`src/rtl/cordic_iter_if.sv`:
```
// Job-side bus of the iterative CORDIC sequencer: request operands in,
// final vector pair and accumulated angle out.
interface cordic_iter_if #(
    parameter int N = 31
);
    logic                start;
    logic                ready;
    logic signed [N:0]   x_in;
    logic signed [N:0]   y_in;
    logic signed [N:0]   p_in;
    logic signed [N:0]   q_in;
    logic signed [N:0]   x_out;
    logic signed [N:0]   y_out;
    logic signed [N:0]   p_out;
    logic signed [N:0]   q_out;
    logic        [15:0]  angle_out;
    logic                out_valid;

    // Job source side
    modport master (
        output start, x_in, y_in, p_in, q_in,
        input  ready, x_out, y_out, p_out, q_out, angle_out, out_valid
    );

    // Sequencer side
    modport slave (
        input  start, x_in, y_in, p_in, q_in,
        output ready, x_out, y_out, p_out, q_out, angle_out, out_valid
    );
endinterface

```
`src/rtl/cordic_iter_ctrl.sv`:
```
// Iterative sequencer for one shared, registered CORDIC micro-rotation stage.
// A job's operands are fed into the stage once, then the stage's registered
// outputs are looped back for ITERS cycles while the shift index and the
// arctangent constant step. The final vector pair and accumulated angle are
// captured with a one-cycle valid strobe. No gain compensation is applied.
module cordic_iter_ctrl #(
    parameter int N     = 31,
    parameter int ITERS = 16
) (
    input  logic               clk,
    input  logic               rst,
    cordic_iter_if.slave       job,
    output logic signed [N:0]  st_a,
    output logic signed [N:0]  st_b,
    output logic signed [N:0]  st_p,
    output logic signed [N:0]  st_q,
    output logic        [3:0]  st_shift,
    output logic        [15:0] st_micro,
    output logic        [15:0] st_dec,
    input  logic signed [N:0]  st_ax,
    input  logic signed [N:0]  st_by,
    input  logic signed [N:0]  st_px,
    input  logic signed [N:0]  st_qy,
    input  logic        [15:0] st_angle
);

    typedef enum logic [1:0] {
        IDLE = 2'd0,
        RUN  = 2'd1,
        DONE = 2'd2
    } state_t;

    localparam logic [3:0] LAST_IDX = 4'(ITERS - 1);

    // atan(2^-i) in degrees x 256
    function automatic logic [15:0] micro_angle(input logic [3:0] i);
        logic [15:0] a;
        case (i)
            4'd0:    a = 16'd11520;
            4'd1:    a = 16'd6801;
            4'd2:    a = 16'd3593;
            4'd3:    a = 16'd1824;
            4'd4:    a = 16'd916;
            4'd5:    a = 16'd458;
            4'd6:    a = 16'd229;
            4'd7:    a = 16'd115;
            4'd8:    a = 16'd57;
            4'd9:    a = 16'd29;
            4'd10:   a = 16'd14;
            4'd11:   a = 16'd7;
            4'd12:   a = 16'd4;
            4'd13:   a = 16'd2;
            4'd14:   a = 16'd1;
            default: a = 16'd0;
        endcase
        return a;
    endfunction

    state_t             state_q;
    state_t             state_d;
    logic [3:0]         idx_q;
    logic [3:0]         idx_d;
    logic               load_ops;
    logic               load_res;

    logic signed [N:0]  op_x_p0;
    logic signed [N:0]  op_y_p0;
    logic signed [N:0]  op_p_p0;
    logic signed [N:0]  op_q_p0;

    // State and iteration index registers
    always_ff @(posedge clk or posedge rst) begin
        if (rst) begin
            state_q <= IDLE;
            idx_q   <= 4'd0;
        end else begin
            state_q <= state_d;
            idx_q   <= idx_d;
        end
    end

    // Next-state logic: accept in IDLE, step idx in RUN, one DONE cycle
    always_comb begin
        state_d  = state_q;
        idx_d    = idx_q;
        load_ops = 1'b0;
        load_res = 1'b0;
        case (state_q)
            IDLE: begin
                if (job.start) begin
                    load_ops = 1'b1;
                    idx_d    = 4'd0;
                    state_d  = RUN;
                end
            end
            RUN: begin
                idx_d = idx_q + 4'd1;
                if (idx_q == LAST_IDX) begin
                    state_d = DONE;
                end
            end
            DONE: begin
                load_res = 1'b1;
                idx_d    = 4'd0;
                state_d  = IDLE;
            end
            default: begin
                state_d = IDLE;
                idx_d   = 4'd0;
            end
        endcase
    end

    assign job.ready = (state_q == IDLE);

    // Capture job operands at the accept edge
    always_ff @(posedge clk or posedge rst) begin
        if (rst) begin
            op_x_p0 <= '0;
            op_y_p0 <= '0;
            op_p_p0 <= '0;
            op_q_p0 <= '0;
        end else if (load_ops) begin
            op_x_p0 <= job.x_in;
            op_y_p0 <= job.y_in;
            op_p_p0 <= job.p_in;
            op_q_p0 <= job.q_in;
        end
    end

    // Stage input mux: latched operands first, then the stage's own feedback
    always_comb begin
        st_a     = op_x_p0;
        st_b     = op_y_p0;
        st_p     = op_p_p0;
        st_q     = op_q_p0;
        st_shift = 4'd0;
        st_micro = 16'd0;
        st_dec   = 16'd0;
        if (state_q == RUN) begin
            st_shift = idx_q;
            st_micro = micro_angle(idx_q);
            if (idx_q != 4'd0) begin
                st_a   = st_ax;
                st_b   = st_by;
                st_p   = st_px;
                st_q   = st_qy;
                st_dec = st_angle;
            end
        end
    end

    // Result capture and one-cycle strobe on leaving DONE
    always_ff @(posedge clk or posedge rst) begin
        if (rst) begin
            job.x_out     <= '0;
            job.y_out     <= '0;
            job.p_out     <= '0;
            job.q_out     <= '0;
            job.angle_out <= 16'd0;
            job.out_valid <= 1'b0;
        end else begin
            job.out_valid <= load_res;
            if (load_res) begin
                job.x_out     <= st_ax;
                job.y_out     <= st_by;
                job.p_out     <= st_px;
                job.q_out     <= st_qy;
                job.angle_out <= st_angle;
            end
        end
    end

endmodule

```
`src/flat_wrapper.sv`:
```
// flat-port wrapper written by rule: the top's interface ports become plain ports
module cordic_iter_ctrl_flat 
#(
    parameter int N     = 31,
    parameter int ITERS = 16
)
  (clk, rst, st_a, st_b, st_p, st_q, st_shift, st_micro, st_dec, st_ax, st_by, st_px, st_qy, st_angle, job_start, job_x_in, job_y_in, job_p_in, job_q_in, job_ready, job_x_out, job_y_out, job_p_out, job_q_out, job_angle_out, job_out_valid);
  cordic_iter_if #(.N(N)) job_i ();
  input  logic clk;
  input  logic rst;
  output logic signed [N:0] st_a;
  output logic signed [N:0] st_b;
  output logic signed [N:0] st_p;
  output logic signed [N:0] st_q;
  output logic        [3:0] st_shift;
  output logic        [15:0] st_micro;
  output logic        [15:0] st_dec;
  input  logic signed [N:0] st_ax;
  input  logic signed [N:0] st_by;
  input  logic signed [N:0] st_px;
  input  logic signed [N:0] st_qy;
  input  logic        [15:0] st_angle;
  input wire logic [$bits(job_i.start)-1:0] job_start;
  input wire logic [$bits(job_i.x_in)-1:0] job_x_in;
  input wire logic [$bits(job_i.y_in)-1:0] job_y_in;
  input wire logic [$bits(job_i.p_in)-1:0] job_p_in;
  input wire logic [$bits(job_i.q_in)-1:0] job_q_in;
  output wire logic [$bits(job_i.ready)-1:0] job_ready;
  output wire logic [$bits(job_i.x_out)-1:0] job_x_out;
  output wire logic [$bits(job_i.y_out)-1:0] job_y_out;
  output wire logic [$bits(job_i.p_out)-1:0] job_p_out;
  output wire logic [$bits(job_i.q_out)-1:0] job_q_out;
  output wire logic [$bits(job_i.angle_out)-1:0] job_angle_out;
  output wire logic [$bits(job_i.out_valid)-1:0] job_out_valid;
  assign job_i.start = job_start;
  assign job_i.x_in = job_x_in;
  assign job_i.y_in = job_y_in;
  assign job_i.p_in = job_p_in;
  assign job_i.q_in = job_q_in;
  assign job_ready = job_i.ready;
  assign job_x_out = job_i.x_out;
  assign job_y_out = job_i.y_out;
  assign job_p_out = job_i.p_out;
  assign job_q_out = job_i.q_out;
  assign job_angle_out = job_i.angle_out;
  assign job_out_valid = job_i.out_valid;
  cordic_iter_ctrl #(.N(N), .ITERS(ITERS)) u_core (.clk(clk), .rst(rst), .job(job_i), .st_a(st_a), .st_b(st_b), .st_p(st_p), .st_q(st_q), .st_shift(st_shift), .st_micro(st_micro), .st_dec(st_dec), .st_ax(st_ax), .st_by(st_by), .st_px(st_px), .st_qy(st_qy), .st_angle(st_angle));
endmodule
```
`config.mk`:
```
export PLATFORM = sky130hd
export DESIGN_NAME = cordic_iter_ctrl_flat
export DESIGN_NICKNAME = d
export VERILOG_FILES = /design/src/rtl/cordic_iter_if.sv /design/src/rtl/cordic_iter_ctrl.sv /design/src/flat_wrapper.sv
export SDC_FILE = /design/constraint.sdc
export NUM_CORES = 1
export LEC_CHECK = 0
export CAP_MARGIN = 10
export CORE_AREA = 4 4 223 225
export DETAILED_ROUTE_END_ITERATION = 10
export DIE_AREA = 0 0 227 229
export PLACE_DENSITY = 0.65
export SYNTH_ARGS = -nofsm -noshare
export SYNTH_HDL_FRONTEND = slang
export SYNTH_SLANG_ARGS = --single-unit
```
`constraint.sdc`:
```
create_clock -name clk -period 14.75 [get_ports clk]
set_input_delay 3.6875 -clock clk [delete_from_list [all_inputs] [get_ports clk]]
set_output_delay 3.6875 -clock clk [all_outputs]
set_load 0.02 [all_outputs]
```
==> impl_metrics.env <==
export IMPL_dp_hpwl_um=29800
export IMPL_numCtsBuffers=34
export IMPL_syn_area_um2=12400
export IMPL_min_period_over_period_pct=59.7
export IMPL_avgSynthCellArea_um2=14.9
export IMPL_cp_end_kind="output port"
export IMPL_synthToLayoutAreaGrowth_pct=60.3
export IMPL_rows=80
export IMPL_final_common_cell="clkdlybuf4s50_1"
export IMPL_crit_type="in -> out"
export IMPL_layout_common_cells="582 x clkdlybuf4s50_1, 354 x mux2_2, 279 x dfrtp_1"
export IMPL_nets=1691
export IMPL_path_clk_slew_ns=0.06
export IMPL_worstPathRequired_ns=11.06
export IMPL_worstPathMaxFanout=2
export IMPL_arrival_ns=5.12
export IMPL_drc=0
export IMPL_die_area_um2=52000
export IMPL_diodes=0
export IMPL_leakage_nw=8.40
export IMPL_yosys_warnings=0
export IMPL_cts_sink_count=279
export IMPL_ios=585
export IMPL_dpl_worst_slack_ns=5.93
export IMPL_place_congestion=0.791
export IMPL_core_area_um2=47500
export IMPL_clk_latency_ns=0.52
export IMPL_hold_path_class="reg -> reg"
export IMPL_avgViaCountPerCell=4.43
export IMPL_setup_viol=0
export IMPL_skew_ns=0.0146
export IMPL_cts_tree="built"
export IMPL_h_tree_depth=2
export IMPL_wl_per_cell_um=19.8
export IMPL_grt_max_degree=114
export IMPL_antenna_found_initial=2
export IMPL_die_height_um=229
export IMPL_setup_slack_ns=5.94
export IMPL_io_buffers=582
export IMPL_relSlewSlack_pct=30.1
export IMPL_clockRootBuffer="clkbuf_16"
export IMPL_ant_nets=0
export IMPL_drtIter0Drc=304
export IMPL_die_w_um=227
export IMPL_fmax_mhz=114
export IMPL_cts_buffer_depth=3
export IMPL_grt_total_usage_pct=15.0
export IMPL_drt_total_wl_um=40600
export IMPL_drv_cap=0
export IMPL_cts_resized_gates=0
export IMPL_fin_crit_ns=8.81
export IMPL_grt_pass1_wl_um=60600
export IMPL_status="complete, no violations"
export IMPL_layout_drive_gt1_share_pct=29.4
export IMPL_grt_pass1_vias=9954
export IMPL_slew_viol_final=0
export IMPL_ys_ff_latch=279
export IMPL_grt_overflow=0
export IMPL_hold_viol=0
export IMPL_synthCells=833
export IMPL_yosysUniqueCellTypes=32
export IMPL_start_util_pct=26.2
export IMPL_setup_tns_ns=0
export IMPL_worstMarginPinSlew_ns=1.05
export IMPL_cts_setup_buffers=0
export IMPL_rsz0062_at_grt="false"
export IMPL_via_count=9066
export IMPL_vdd_drop_max_mv=0.158
export IMPL_postCtsHoldBufs=0
export IMPL_crit_path_start_kind="input port"
export IMPL_cellPowerDensity_nw_per_um2=214
export IMPL_ys_seq_area_share_pct=56.1
export IMPL_fill_cells=4447
export IMPL_dr_pass1_iters=4
-- sequential cells by signal (all words and copies together) (netlist names) --
signal and cells:
u_core.op_q_p0 32, u_core.state_q 2, u_core.job.y_out 32, u_core.op_p_p0 32
u_core.idx_q 4, u_core.op_x_p0 32, u_core.op_y_p0 32, u_core.job.x_out 32
u_core.job.q_out 32, u_core.job.p_out 32, u_core.job.out_valid 1, u_core.job.angle_out 16
-- per-stage QoR --
stage | util, % | hold WS, ns | instances | area (um^2) | power [mW]
6_report | 41.9 | 0.483 | 2045 | 19900 | 4.27
2_1_floorplan | - | 0.454 | 834 | 12400 | 2.46
5_1_grt | 41.9 | 0.512 | 2045 | 19900 | 4.51
4_1_cts | 41.9 | 0.486 | 2045 | 19900 | 4.34
3_3_place_gp | 39.6 | 0.465 | 1986 | 18800 | 3.43
3_5_place_dp | 39.6 | 0.475 | 1986 | 18800 | 3.46
-- kinds of logic (layout without fill, tap and decap cells) --
| group | Yosys count | after routing | share of synthesized area, % |
|---|---|---|---|
| AOI/OAI and AO/OA | 18 | 18 | 0.986 |
| adders and majority gates | 9 | 9 | 0.905 |
| buffers and inverters | 62 | 658 | 2.76 |
| DFF | 279 | 279 | 56.1 |
| muxes | 405 | 405 | 36.6 |
| other | 1 | 2 | 0.0301 |
| and+or+nand+nor | 59 | 59 | 2.56 |
-- worst paths after layout --
check | depth (start not counted) | slack [ns] | start | to
max reg2reg | 3 | 12.03 | u_core.state_q[1]$_DFFE_PP0P_ | u_core.job.y_out[24]$_DFFE_PP0P_
max | 3 | 5.94 | st_by[21] | st_b[21]
min in group asynchronous | 2 | 3.68 | rst | u_core.op_x_p0[26]$_DFFE_PP0P_
min | 1 | 0.48 | u_core.job.p_out[6]$_DFFE_PP0P_ | u_core.job.p_out[6]$_DFFE_PP0P_
min reg2reg | 1 | 0.48 | u_core.job.p_out[6]$_DFFE_PP0P_ | u_core.job.p_out[6]$_DFFE_PP0P_
max in group asynchronous | 4 | 9.01 | rst | u_core.op_y_p0[31]$_DFFE_PP0P_
-- Yosys cell counts --
cell type,n,area [um^2]
buf_2,40,200
nor2b_1,4,25.0
a211oi_1,4,30.0
and2_0,1,6.26
a21oi_4,1,16.3
o21ai_0,1,5.00
nand2b_1,2,12.5
clkbuf_1,4,15.0
nor3_2,1,10.0
ha_1,9,113
inv_1,7,26.3
dfrtp_1,279,6980
mux2_1,48,541
nor2_2,1,6.26
and3_1,2,12.5
conb_1,1,3.75
o22a_1,1,8.76
o21a_1,1,7.51
and2_1,17,106
nand2_1,5,18.8
buf_4,4,30.0
nor2_1,16,60.1
nor3b_1,4,30.0
a21o_1,1,7.51
nand3_1,4,20.0
a21oi_1,8,40.0
clkinv_1,1,3.75
nor3_1,2,10.0
mux2i_1,3,30.0
mux2_2,354,3990
o211ai_1,1,7.51
buf_6,6,67.6
-- metal layers --
layer,global-route usage (%),wire length [um]
met3,5.95,3930
met5,0,26
met1,16.6,15300
met4,5.14,1160
met2,26.0,20200
-- report_power, final --
part           total [mW]  internal (mW)  switching, mW
Combinational        2.18           1.15           1.03
Clock               0.843          0.518          0.325
Sequential           1.25           1.07          0.183
Total                4.27           2.73           1.54
-- layout make-up --
class	count	area, um^2	share of cell area (%)
Sequential cell	279	6980	35.0
Multi-Input combinational cell	493	5130	25.7
Timing Repair Buffer	591	5890	29.6
Inverter	8	37.5	0.188
Tap cell	615	769	3.86
Clock inverter	12	148	0.740
Clock buffer	47	981	4.92
-- worst max-delay path, stage by stage --
cell             delay (ns)
clkdlybuf4s50_1        0.56
mux2_2                 0.19
clkdlybuf4s50_1        0.68
Note: power is estimated with default switching activity, not from simulation.
